===== src/rtl/pse_sched.sv =====
// pse_sched: round-robin scheduler sharing one polygon sorting engine between two requesters
module pse_sched #(
  parameter int CW       = 10,
  parameter int MAX_PTS  = 6,
  parameter int WAIT_MAX = 64
) (
  input  logic          clk,
  input  logic          reset,
  input  logic          req0_valid,
  input  logic [2:0]    req0_num,
  input  logic [CW-1:0] req0_x,
  input  logic [CW-1:0] req0_y,
  output logic          req0_ready,
  input  logic          req1_valid,
  input  logic [2:0]    req1_num,
  input  logic [CW-1:0] req1_x,
  input  logic [CW-1:0] req1_y,
  output logic          req1_ready,
  output logic          eng_rst,
  output logic [2:0]    eng_point_num,
  output logic [CW-1:0] eng_xin,
  output logic [CW-1:0] eng_yin,
  input  logic          eng_valid,
  input  logic [CW-1:0] eng_xout,
  input  logic [CW-1:0] eng_yout,
  output logic          rsp_valid,
  output logic          rsp_id,
  output logic [CW-1:0] rsp_x,
  output logic [CW-1:0] rsp_y,
  output logic          rsp_last,
  output logic          rsp_err
);
  localparam int WW = $clog2(WAIT_MAX + 1);

  typedef enum logic [2:0] {IDLE, COLLECT, FEED, WAIT, ERR} state_t;

  state_t          state, state_n;
  logic            gnt, rr;
  logic [2:0]      num, cnt, beats;
  logic [WW-1:0]   wdog;
  logic [CW-1:0]   bx [MAX_PTS];
  logic [CW-1:0]   by [MAX_PTS];
  logic            any_req, nxt_gnt, gv, hs, legal, cnt_last, beat_last, timeout;
  logic [CW-1:0]   gx, gy;

  assign any_req    = req0_valid || req1_valid;
  assign nxt_gnt    = rr ? req1_valid : !req0_valid;
  assign gv         = gnt ? req1_valid : req0_valid;
  assign gx         = gnt ? req1_x : req0_x;
  assign gy         = gnt ? req1_y : req0_y;
  assign hs         = (state == COLLECT) && gv;
  assign legal      = (num >= 3'd3) && (num <= 3'(MAX_PTS));
  assign cnt_last   = cnt == num - 3'd1;
  assign beat_last  = beats == num - 3'd1;
  assign timeout    = (beats == 3'd0) && !eng_valid && (wdog == WW'(WAIT_MAX - 1));
  assign req0_ready = (state == COLLECT) && !gnt;
  assign req1_ready = (state == COLLECT) && gnt;
  assign eng_xin    = (state == FEED) ? bx[cnt] : '0;
  assign eng_yin    = (state == FEED) ? by[cnt] : '0;

  // state register
  always_ff @(posedge clk or posedge reset)
    if (reset) state <= IDLE;
    else       state <= state_n;

  // next-state: collect until the set is complete, feed it, then wait for the sorted stream
  always_comb begin
    state_n = state;
    case (state)
      IDLE:    state_n = any_req ? COLLECT : IDLE;
      COLLECT: state_n = !hs ? COLLECT : !legal ? ERR : cnt_last ? FEED : COLLECT;
      FEED:    state_n = cnt_last ? WAIT : FEED;
      WAIT:    state_n = (eng_valid && beat_last) ? IDLE : timeout ? ERR : WAIT;
      ERR:     state_n = IDLE;
      default: state_n = IDLE;
    endcase
  end

  // point buffer; illegal sets are consumed but never stored
  always_ff @(posedge clk)
    if (hs && legal) begin
      bx[cnt] <= gx;
      by[cnt] <= gy;
    end

  // grant, counters, engine control and response registers
  always_ff @(posedge clk or posedge reset)
    if (reset) begin
      gnt           <= 1'b0;
      rr            <= 1'b0;
      num           <= '0;
      cnt           <= '0;
      beats         <= '0;
      wdog          <= '0;
      eng_rst       <= 1'b1;
      eng_point_num <= '0;
      rsp_valid     <= 1'b0;
      rsp_id        <= 1'b0;
      rsp_x         <= '0;
      rsp_y         <= '0;
      rsp_last      <= 1'b0;
      rsp_err       <= 1'b0;
    end else begin
      rsp_valid <= 1'b0;
      rsp_last  <= 1'b0;
      rsp_err   <= 1'b0;
      case (state)
        IDLE: if (any_req) begin
          gnt <= nxt_gnt;
          num <= nxt_gnt ? req1_num : req0_num;
          cnt <= '0;
        end
        COLLECT: if (hs) begin
          cnt <= (legal && cnt_last) ? 3'd0 : cnt + 3'd1;
          if (legal && cnt_last) begin
            eng_point_num <= num;
            eng_rst       <= 1'b0;
          end
        end
        FEED: begin
          cnt <= cnt + 3'd1;
          if (cnt_last) begin
            beats <= '0;
            wdog  <= '0;
          end
        end
        WAIT: if (eng_valid) begin
          rsp_valid <= 1'b1;
          rsp_id    <= gnt;
          rsp_x     <= eng_xout;
          rsp_y     <= eng_yout;
          beats     <= beats + 3'd1;
          if (beat_last) begin
            rsp_last <= 1'b1;
            eng_rst  <= 1'b1;
            rr       <= ~gnt;
          end
        end else if (beats == 3'd0) begin
          wdog <= wdog + WW'(1);
          if (timeout) eng_rst <= 1'b1;
        end
        ERR: begin
          rsp_valid <= 1'b1;
          rsp_err   <= 1'b1;
          rsp_last  <= 1'b1;
          rsp_x     <= '0;
          rsp_y     <= '0;
          rsp_id    <= gnt;
          eng_rst   <= 1'b1;
          rr        <= ~gnt;
        end
        default: ;
      endcase
    end
endmodule


===== config.mk =====
export PLATFORM = sky130hd
export DESIGN_NAME = pse_sched
export DESIGN_NICKNAME = d
export VERILOG_FILES = /design/src/rtl/pse_sched.sv
export SDC_FILE = /design/constraint.sdc
export NUM_CORES = 1
export LEC_CHECK = 0
export ABC_AREA = 1
export CELL_PAD_IN_SITES_DETAIL_PLACEMENT = 0
export CELL_PAD_IN_SITES_GLOBAL_PLACEMENT = 2
export CORE_MARGIN = 1.5
export CORE_UTILIZATION = 31
export DETAILED_ROUTE_END_ITERATION = 8
export PLACE_DENSITY = 0.85
export SYNTH_ARGS = -nofsm -noshare
export SYNTH_HDL_FRONTEND = slang
export SYNTH_SLANG_ARGS = --single-unit

===== constraint.sdc =====
create_clock -name clk -period 3.5 [get_ports clk]
set_clock_uncertainty 0.15 [all_clocks]
set_input_delay 0.35 -clock clk [delete_from_list [all_inputs] [get_ports clk]]
set_output_delay 0.35 -clock clk [all_outputs]
set_load 0.03 [all_outputs]

# Yosys cells after proc, flatten, opt, wreduce, memory -nomap -nowiden
# Memories as Yosys holds them, arrays and structs flattened.
# Index checks and enable logic that the tools add are counted.
# op_classes
n_mux	50
eq_ne	18
bitwise	1
n_lt_le_gt_ge	2
n_reduce_logical	27
addsub	4
# ops
op	n
$mux 10	6
$pmux 10 s2	2
$mux 3	10
$mux 7	3
$mux 1	19
$ne 2x2->1 const B	7
$pmux 7 s2	1
$pmux 3 s4	1
$reduce_and 3->1	4
$logic_and 1x1->1	9
$ne 3x3->1 const B	3
$pmux 3 s3	1
$pmux 1 s2	4
$add 7x1->7 const B	1
$eq 7x6->1 const B	1
$add 3x1->3 const B	2
$eq 3x2->1 const B	2
$eq 3x3->1	2
$logic_not 3->1	2
$pmux 3 s2	1
$reduce_and 6->1	1
$reduce_bool 3->1	2
$reduce_and 2->1	2
$reduce_and 4->1	1
12 further kinds	15
# totals
ff_bits	49
n_memories	2
inputBits	71
mem_bits_rw	120
elab_cells	119
# mem_list
memory	words	word_bits	read_ports	rd_ports_with_merged_regs	write_ports	line	rtl
bx	6	10	1	0	1	41	logic [CW-1:0] bx [MAX_PTS];
by	6	10	1	0	1	42	logic [CW-1:0] by [MAX_PTS];

# Longest topological paths before layout
# Gate-level depths: netlist of run 1.
# logic_depth
ltp_word	7
mapped_depth	12

# Worst setup path before layout of run 1
# Ideal clock, no wire load.
# synth_path
path_type	flip-flop to flip-flop
start	register num[0]
end	memory bx[0][0] (enable)
path_stages_with_launch	9
t_arrival_ns	3.030
required_time_ns	2.902
path_slack_ns	-0.128
n_path_buf	0
cell_sequence	dfrtp_1 inv_1 ha_1 nor2_1 nand2_1 nand2_1 nor2_2 inv_1 nor4_1
# synth_via
elab_chain_cells	5
word_cells_on_any_way	6
classes_between	order compare (2); mux (2); reduce/logical (2)
# synth_rtl
element	line	rtl
start, declared	39	logic [2:0] num, cnt, beats;
start signal, assigned	110	num <= nxt_gnt ? req1_num : req0_num;
$ge 3x2->1 or $le 3x3->1 (tied branches)	52	assign legal = (num >= 3'd3) && (num <= 3'(MAX_PTS));
$logic_and 1x1->1 *	52	
$logic_and 1x1->1 *	81	if (hs && legal) begin
$mux 1 *	81	
$mux 1 (implied by the code) *	82	bx[cnt] <= gx;
end, declared	41	
# Mark *: on every way between the ends. The rest lies on a longest branch, timed or not.

# Final worst setup path of run 1
# layout_path
start	register cnt[1]
end	output eng_yin[4]
# layout_via
elab_chain_cells	2
# layout_rtl
element	line	rtl
start, declared	39	
start signal, assigned	114	cnt <= (legal && cnt_last) ? 3'd0 : cnt + 3'd1;
start signal, assigned	121	cnt <= cnt + 3'd1;
$mem_v2 6x10	--	
$mux 10	59	assign eng_yin = (state == FEED) ? by[cnt] : '0;
end, declared	22	output logic [CW-1:0] eng_yin,
# Every way passes these cells.

==> results of run 1 <==
## worst max-delay path, cell delays in order, from the launching register on
cell,delay [ns]
dfrtp_1,0.55
nor2_2,0.17
buf_4,0.41
nand3_1,0.12
a41oi_1,0.32
clkdlybuf4s50_1,0.73
## synthesized netlist by cell type (all sizes together)
| cell type | instances | share of area [%] |
|---|---|---|
| a41oi | 20 | 2.4 |
| nand3 | 57 | 4.1 |
| xnor2 | 1 | 0.12 |
| o22ai | 3 | 0.26 |
| inv | 57 | 2.9 |
| clkinv | 1 | 0.051 |
| a22o | 20 | 2.4 |
| nand2 | 138 | 7.3 |
| ha | 7 | 1.2 |
| dfrtp | 48 | 16 |
| buf | 19 | 1.5 |
| clkbuf | 12 | 0.62 |
| nor4 | 2 | 0.17 |
| dfstp | 1 | 0.36 |
| a21oi | 24 | 1.7 |
| o21ai | 39 | 2.7 |
| nor3 | 4 | 0.27 |
| xor2 | 3 | 0.36 |
| nand4 | 4 | 0.34 |
| edfxtp | 120 | 49 |
| nor2 | 97 | 5.3 |
## final cells by class
type                            count  area, µm²  area share [%]
Timing Repair Buffer              144       1374           14.42
Clock buffer                       17      425.4           4.465
Inverter                           58      217.7           2.285
Tap cell                          313      391.6           4.110
Sequential cell                   169       4831           50.70
Multi-Input combinational cell    419       2113           22.18
Clock inverter                     15      175.2           1.838
## flip-flops by register name (all words and copies together) (netlist names), 3 cells and up
name and count:
eng_point_num 3, rsp_y 10, rsp_x 10, bx 60, wdog 7, beats 3, by 60, state 3
cnt 3, num 3
## layer usage
metal  vias up  wire, µm
met5         -         0
met4         0       110
met3        10       847
met2       127      8534
met1      2464      8086
li1       2605         -
## stage by stage
stage	setup WS, ns	TNS (ns)	instance area [µm²]
global route	0.1061	0	9528
floorplan	-0.1281	-5.124	7288
finish	0.2668	0	9528
detailed placement	0.7372	0	8927
CTS	0.2697	0	9528
global placement	0.7394	0	8927
## layout by cell type (no fill, tap or decap), drive strengths merged, types with 6 or more instances in the layout
cell type and instances:
nor2 97, buf 32, clkdlybuf4s50 112, nand3 57, clkbuf 17, a41oi 20
nand2 138, a22o 20, ha 7, edfxtp 120, inv 66, clkinv 6
o21ai 39, dfrtp 48, a21oi 24
## worst paths after layout
path | to | slack (ns) | from
max | eng_yin[4] | 0.27 | cnt[1]$_DFFE_PP0P_
min in group clk | eng_rst$_DFFE_PP1P_ | 0.32 | eng_rst$_DFFE_PP1P_
max reg2reg | by[4][3]$_DFFE_PP_ | 1.13 | num[0]$_DFFE_PP0P_
min | rsp_x[4]$_DFFE_PP0P_ | 0.15 | reset
min reg2reg | eng_rst$_DFFE_PP1P_ | 0.32 | eng_rst$_DFFE_PP1P_
max in group asynchronous | eng_rst$_DFFE_PP1P_ | 2.27 | reset
## power by group through the flow
stage                     Sequential, mW  Combinational [mW]  Clock, mW
final                               2.91                2.89       1.88
after global routing                2.96                3.20       2.01
after CTS                           2.91                2.94       1.92
after detailed placement            2.94                2.93          0
after global placement              2.95                2.90          0
after floorplan                     3.18                1.59          0
## kinds of logic after synthesis
| family | synth area share [%] |
|---|---|
| simple gates | 17.46 |
| flops | 66.28 |
| compound gates | 9.442 |
| buf+inv | 5.133 |
| fa+ha+maj | 1.202 |
| xor+xnor | 0.4808 |
==> results.py, run 1 <==
metrics = {
    "cts": {
        "cts_tree": "yes",
        "post_cts_buffers": 0,
        "insertion_delay_ns": 0.42,
        "cts_buffers": 17,
        "cts-root-buf": "clkbuf_16",
        "clk_pin_slew_ns": 0.07,
        "cts_resized": 0,
        "cts_buffer_depth": 2,
        "numClockSinks": 169,
        "ctsHtreeMaxLevel": 4,
        "cts_hold_buf": 0,
    },
    "sta": {
        "max_freq_ghz": 0.3093,
        "fin_crit_ns": 3.233,
        "rsz0062_at_grt": "false",
        "worst_slew_pin_slew_ns": 0.6156,
        "fin_hold_ws_ns": 0.1489,
        "setup_viol": 0,
        "slew_viol_final": 0,
        "post-route-period-util_pct": 92.38,
        "hold_viol_final": 0,
        "relSlewSlack_pct": 58.86,
    },
    "setup_path": {
        "cp-end-kind": "primary output",
        "reg2reg_depth": 9,
        "arrival_ns": 2.73,
        "path_class": "flop to primary output",
        "required_ns": 3.00,
        "crit_path_max_fanout": 40,
        "start_kind": "flop",
    },
    "grt": {
        "grt_pass1_wl_mm": 27.84,
        "grt_pass1_vias": 5093,
        "grt_antenna_before_repair": 0,
        "grt_busiest_layer": "met2",
        "use_met3_pct": 3.462,
        "grt_max_degree": 41,
        "grt_usage_pct": 15.06,
        "use_met1_pct": 19.69,
        "grt_use_met2_pct": 25.63,
        "grt_overflow": 0,
    },
    "power_and_ir_drop": {
        "seqPwrFrac_pct": 37.9,
        "p_int_mw": 4.696,
        "p_switching_mw": 2.975,
        "pwr-share-clk_pct": 24.5,
        "total_power_mw": 7.671,
        "power_density_mw_per_mm2": 805.1,
        "p_leak_nw": 3.796,
        "switching_share_pct": 38.78,
        "ir_drop_v": 0.0004056,
        "p_comb_share_pct": 37.6,
    },
    "yosys": {
        "ys_types": 31,
        "ys_seq_area_share_pct": 66.28,
        "netlist_area_mm2": 0.007288,
        "syn-instance-count": 677,
        "ys_ff_latch": 169,
        "syn_area_per_cell_um2": 10.77,
        "yosys_warnings": 0,
        "synth.net_count": 755,
    },
    "detailed_routing": {
        "antenna_left": 0,
        "vias": 5206,
        "drt_wl_total_mm": 17.58,
        "wl_per_cell_um": 15.49,
        "routed_via_density": 4.587,
        "drtIter0Drc": 237,
        "drt-pass1-iter-count": 5,
        "drc": 0,
    },
    "job": {
        "max-cap-violations": 0,
    },
    "layout": {
        "syn2layout_area_growth_pct": 30.73,
        "final_core_util_pct": 41.70,
        "fill_cells": 2228,
        "diodes": 0,
        "layout.nets": 887,
        "drive_gt1_share_pct": 11.19,
        "instances_no_fill": 1135,
    },
    "die": {
        "io_pins": 121,
        "dieArea_mm2": 0.02444,
        "rows": 55,
        "die_w_um": 156.3,
        "start_util_pct": 31.90,
        "core_area_mm2": 0.02285,
        "floorplan.die.height_um": 156.3,
    },
    "placed_design": {
        "place_hpwl_mm": 11.71,
        "gp_congestion": 0.7546,
        "dp.cells": 1103,
        "io_buffers": 120,
    },
    "hold_path": {
        "hold_class": "primary input to async pin",
    },
    "status": {
        "status": "complete, no violations",
    },
}
No activity file was read; power rests on OpenSTA's default activity.
==> inputs of run 2 (changes only) <==
- PLACE_DENSITY: 0.85 -> not set
- PLACE_DENSITY_LB_ADDON: not set -> 0.12
==> results.py, run 2 (synthesized netlist as in run 1, its figures left out) <==
metrics = {
    "status": {
        "status": "complete, no violations",
    },
    "die": {
        "floorplan.die.height_um": 156.3,
        "start_util_pct": 31.90,
        "dieArea_mm2": 0.02444,
        "die_w_um": 156.3,
        "rows": 55,
        "io_pins": 121,
        "core_area_mm2": 0.02285,
    },
    "placed_design": {
        "dp.cells": 1105,
        "gp_congestion": 0.7889,
        "place_hpwl_mm": 12.82,
        "io_buffers": 120,
    },
    "cts": {
        "cts_tree": "yes",
        "numClockSinks": 169,
        "ctsHtreeMaxLevel": 4,
        "post_cts_buffers": 0,
        "cts_buffer_depth": 2,
        "cts_resized": 0,
        "insertion_delay_ns": 0.43,
        "cts_buffers": 17,
        "cts_hold_buf": 0,
        "cts-root-buf": "clkbuf_16",
        "clk_pin_slew_ns": 0.07,
    },
    "power_and_ir_drop": {
        "total_power_mw": 7.515,
        "p_switching_mw": 2.929,
        "p_int_mw": 4.586,
        "seqPwrFrac_pct": 38.7,
        "pwr-share-clk_pct": 22.5,
        "power_density_mw_per_mm2": 796.2,
        "switching_share_pct": 38.98,
        "ir_drop_v": 0.0004102,
        "p_leak_nw": 3.770,
        "p_comb_share_pct": 38.9,
    },
    "sta": {
        "rsz0062_at_grt": "false",
        "max_freq_ghz": 0.3049,
        "worst_slew_pin_slew_ns": 1.066,
        "fin_hold_ws_ns": 0.3193,
        "relSlewSlack_pct": 28.82,
        "fin_crit_ns": 3.280,
        "post-route-period-util_pct": 93.71,
        "slew_viol_final": 0,
        "hold_viol_final": 0,
        "setup_viol": 0,
    },
    "layout": {
        "fill_cells": 2235,
        "mostFrequentLayoutCell": "nand2_1",
        "mostFrequentLayoutCells": "nand2_1 (133), edfxtp_1 (120), clkdlybuf4s50_1 (105)",
        "drive_gt1_share_pct": 11.89,
        "instances_no_fill": 1137,
        "layout.nets": 889,
        "syn2layout_area_growth_pct": 29.51,
        "diodes": 0,
        "top_regs": "bx x60, by x60",
    },
    "grt": {
        "grt_pass1_vias": 5335,
        "grt_antenna_before_repair": 0,
        "grt_max_degree": 50,
        "grt_pass1_wl_mm": 29.64,
        "use_met1_pct": 20.17,
        "grt_use_met2_pct": 28.42,
        "grt_busiest_layer": "met2",
        "use_met3_pct": 3.628,
        "grt_usage_pct": 16.23,
        "grt_overflow": 0,
    },
    "setup_path": {
        "start_kind": "flop",
        "path_class": "flop to primary output",
        "cp-end-kind": "primary output",
        "required_ns": 3.00,
        "crit_path_max_fanout": 12,
        "arrival_ns": 2.78,
    },
    "detailed_routing": {
        "vias": 5275,
        "routed_via_density": 4.639,
        "drc": 0,
        "antenna_left": 0,
        "drt-pass1-iter-count": 4,
        "drtIter0Drc": 247,
        "drt_wl_total_mm": 18.83,
        "wl_per_cell_um": 16.56,
    },
    "hold_path": {
        "hold_class": "flop to flop",
    },
    "job": {
        "max-cap-violations": 0,
    },
}
run 2: critical path, cell delays in order, from the launching register on:
cell and delay, ns:
dfrtp_1 0.55, nor2_2 0.45, buf_4 0.26, nand3_1 0.08, a41oi_1 0.28, clkdlybuf4s50_1 0.73
run 2: worst paths after layout:
| check | startpoint | to | slack [ns] | cells past startpoint |
|---|---|---|---|---|
| setup reg to reg | num[0]$_DFFE_PP0P_ | bx[0][4]$_DFFE_PP_ | 0.94 | 9 |
| hold reg to reg | eng_rst$_DFFE_PP1P_ | eng_rst$_DFFE_PP1P_ | 0.32 | 2 |
| min in group asynchronous | reset | wdog[6]$_DFFE_PP0P_ | 0.35 | 2 |
| max in group asynchronous | reset | rsp_x[6]$_DFFE_PP0P_ | 2.18 | 2 |
| setup / recovery | cnt[1]$_DFFE_PP0P_ | eng_xin[4] | 0.22 | 5 |
| hold / removal | eng_rst$_DFFE_PP1P_ | eng_rst$_DFFE_PP1P_ | 0.32 | 2 |
run 2: through the flow:
| stage | setup slack, ns | setup TNS, ns | utilization (%) | area, µm² |
|---|---|---|---|---|
| 5_1_grt | 0.01168 | 0 | 41.31 | 9439 |
| 6_report | 0.2202 | 0 | 41.31 | 9439 |
| 4_1_cts | 0.1924 | 0 | 41.31 | 9439 |
| 2_1_floorplan | -0.1281 | -5.124 | - | 7288 |
| 3_5_place_dp | 0.6528 | 0 | 39.01 | 8912 |
| 3_3_place_gp | 0.6550 | 0 | 39.01 | 8912 |
run 2: power groups by stage:
stage               clock (mW)  combinational (mW)  sequential (mW)
CTS                       1.73                2.99             2.91
detailed placement           0                2.99             2.94
finish                    1.69                2.92             2.91
global route              1.82                3.27             2.95
global placement             0                2.96             2.94
floorplan                    0                1.59             3.18
run 2: layer usage:
metal | vias to the layer above | routed length (µm)
met4 | 0 | 162
met3 | 9 | 693
met2 | 98 | 9618
met5 | - | 0
li1 | 2600 | -
met1 | 2568 | 8355
run 2: layout make-up:
type	instances	area [µm²]	share of cell area [%]
Sequential cell	169	4831	51.18
Multi-Input combinational cell	419	2113	22.39
Timing Repair Buffer	146	1359	14.40
Clock buffer	17	425.4	4.507
Tap cell	313	391.6	4.149
Inverter	58	217.7	2.306
Clock inverter	15	101.3	1.074
==> inputs of run 3 (changes only) <==
- CORE_MARGIN: 1.5 -> not set
- CTS_CLUSTER_DIAMETER: not set -> 80
==> results.py, run 3 (synthesized netlist as in run 1, its figures left out) <==
metrics = {
    "sta": {
        "fin_crit_ns": 3.266,
        "relSlewSlack_pct": 29.57,
        "setup_ws_ns": 0.2339,
        "hold_viol_final": 0,
        "fin_hold_ws_ns": 0.3182,
        "slew_viol_final": 0,
        "worst_slew_pin_slew_ns": 1.055,
        "post-route-period-util_pct": 93.32,
        "rsz0062_at_grt": "false",
        "setup-tns-final_ns": 0,
        "setup_viol": 0,
        "max_freq_ghz": 0.3062,
    },
    "power_and_ir_drop": {
        "p_leak_nw": 3.764,
        "seqPwrFrac_pct": 38.6,
        "p_switching_mw": 2.966,
        "pwr-share-clk_pct": 23.3,
        "p_int_mw": 4.598,
        "total_power_mw": 7.565,
        "switching_share_pct": 39.21,
        "ir_drop_v": 0.0003969,
        "power_density_mw_per_mm2": 800.3,
        "p_comb_share_pct": 38.2,
    },
    "die": {
        "start_util_pct": 31.90,
        "dieArea_mm2": 0.02413,
        "floorplan.die.height_um": 155.3,
        "core_area_mm2": 0.02285,
        "rows": 55,
        "die_w_um": 155.3,
        "io_pins": 121,
    },
    "cts": {
        "clk_pin_slew_ns": 0.07,
        "ctsHtreeMaxLevel": 4,
        "cts_tree": "yes",
        "cts_resized": 0,
        "cts_buffers": 17,
        "post_cts_buffers": 0,
        "cts-root-buf": "clkbuf_16",
        "numClockSinks": 169,
        "cts_buffer_depth": 2,
        "cts_hold_buf": 0,
        "insertion_delay_ns": 0.42,
    },
    "setup_path": {
        "start_kind": "flop",
        "crit_family": "buffers and inverters",
        "cp_slowest_cell": "clkdlybuf4s50_1",
        "cp-end-kind": "primary output",
        "slowest_delay_ns": 0.72,
        "required_ns": 3.00,
        "path_class": "flop to primary output",
        "cp_cell_sequence": "clkinv_2, nand2_1, nor2_1, buf_4, a21oi_1, a41oi_1, clkdlybuf4s50_1",
        "ff2ff_setup_slack_ns": 1.11,
        "path_buf_inv": 3,
        "arrival_ns": 2.77,
        "crit_path_max_fanout": 20,
    },
    "grt": {
        "grt_pass1_vias": 5384,
        "grt_antenna_before_repair": 0,
        "grt_overflow": 0,
        "grt_pass1_wl_mm": 29.32,
        "grt_usage_pct": 16.12,
        "grt_max_degree": 50,
    },
    "layout": {
        "mostFrequentLayoutCells": "nand2_1 (133), edfxtp_1 (120), clkdlybuf4s50_1 (107)",
        "final_cell_area_mm2": 0.009453,
        "mostFrequentLayoutCell": "nand2_1",
        "final_core_util_pct": 41.37,
        "instances_no_fill": 1134,
        "diodes": 0,
        "drive_gt1_share_pct": 11.69,
        "layout.nets": 886,
        "syn2layout_area_growth_pct": 29.70,
        "top_regs": "bx x60, by x60",
    },
    "detailed_routing": {
        "drc": 0,
        "drtIter0Drc": 240,
        "drt_wl_total_mm": 18.38,
        "routed_via_density": 4.640,
        "antenna_left": 0,
        "wl_per_cell_um": 16.21,
        "vias": 5262,
        "drt-pass1-iter-count": 4,
    },
    "placed_design": {
        "pre_cts_slack_ns": 0.5696,
        "io_buffers": 120,
        "dp.cells": 1102,
        "place_hpwl_mm": 12.12,
        "place_area_mm2": 0.008895,
        "gp_congestion": 0.7626,
    },
    "hold_path": {
        "hold_class": "flop to flop",
    },
    "job": {
        "max-cap-violations": 0,
    },
    "status": {
        "status": "complete, no violations",
    },
}
## run 3: changes by cell type in the layout (fill, tap and decap cells not counted), sizes merged
cell	change
clkinvlp	+1
buf	-5
clkdlybuf4s50	+2
inv	+5
clkinv	-6
## run 3: layout make-up
class	count	area, µm²
inverters	58	219.0
repair buffers	143	1341
clock buffers	17	425.4
flip-flops and latches	169	4831
fillers	2183	13390
multi-input cells	419	2113
well taps	313	391.6
clock inverters	15	131.4
## run 3: power by group through the flow
stage / sequential [mW] / combinational (mW) / clock [mW]
floorplan: 3.18 / 1.59 / 0
global placement: 2.95 / 2.91 / 0
detailed placement: 2.95 / 2.93 / 0
CTS: 2.92 / 2.95 / 1.82
global route: 2.97 / 3.21 / 1.91
finish: 2.92 / 2.89 / 1.76
## run 3: worst min-delay path, stage by stage, from the launching register on
cell     delay [ns]
dfstp_2        0.37
nand2_1        0.05
nand2_1        0.04
## run 3: path summary, 6_finish.rpt
path	from	endpoint	cells after the start
min reg2reg	eng_rst$_DFFE_PP1P_	eng_rst$_DFFE_PP1P_	2
min in group asynchronous	reset	rsp_err$_DFF_PP0_	2
max in group asynchronous	reset	rsp_x[1]$_DFFE_PP0P_	2
max reg2reg	num[0]$_DFFE_PP0P_	bx[4][9]$_DFFE_PP_	9
min	eng_rst$_DFFE_PP1P_	eng_rst$_DFFE_PP1P_	2
max	cnt[2]$_DFFE_PP0P_	eng_xin[8]	7
## run 3: layer usage
metal  up-vias  part of all wire [%]  GRT usage [%]
met4         0                  0.87          4.155
met2        91                    50          27.63
met3        10                   3.6          3.621
met5         -                     0              0
li1       2600                     -              -
met1      2561                    46          20.51
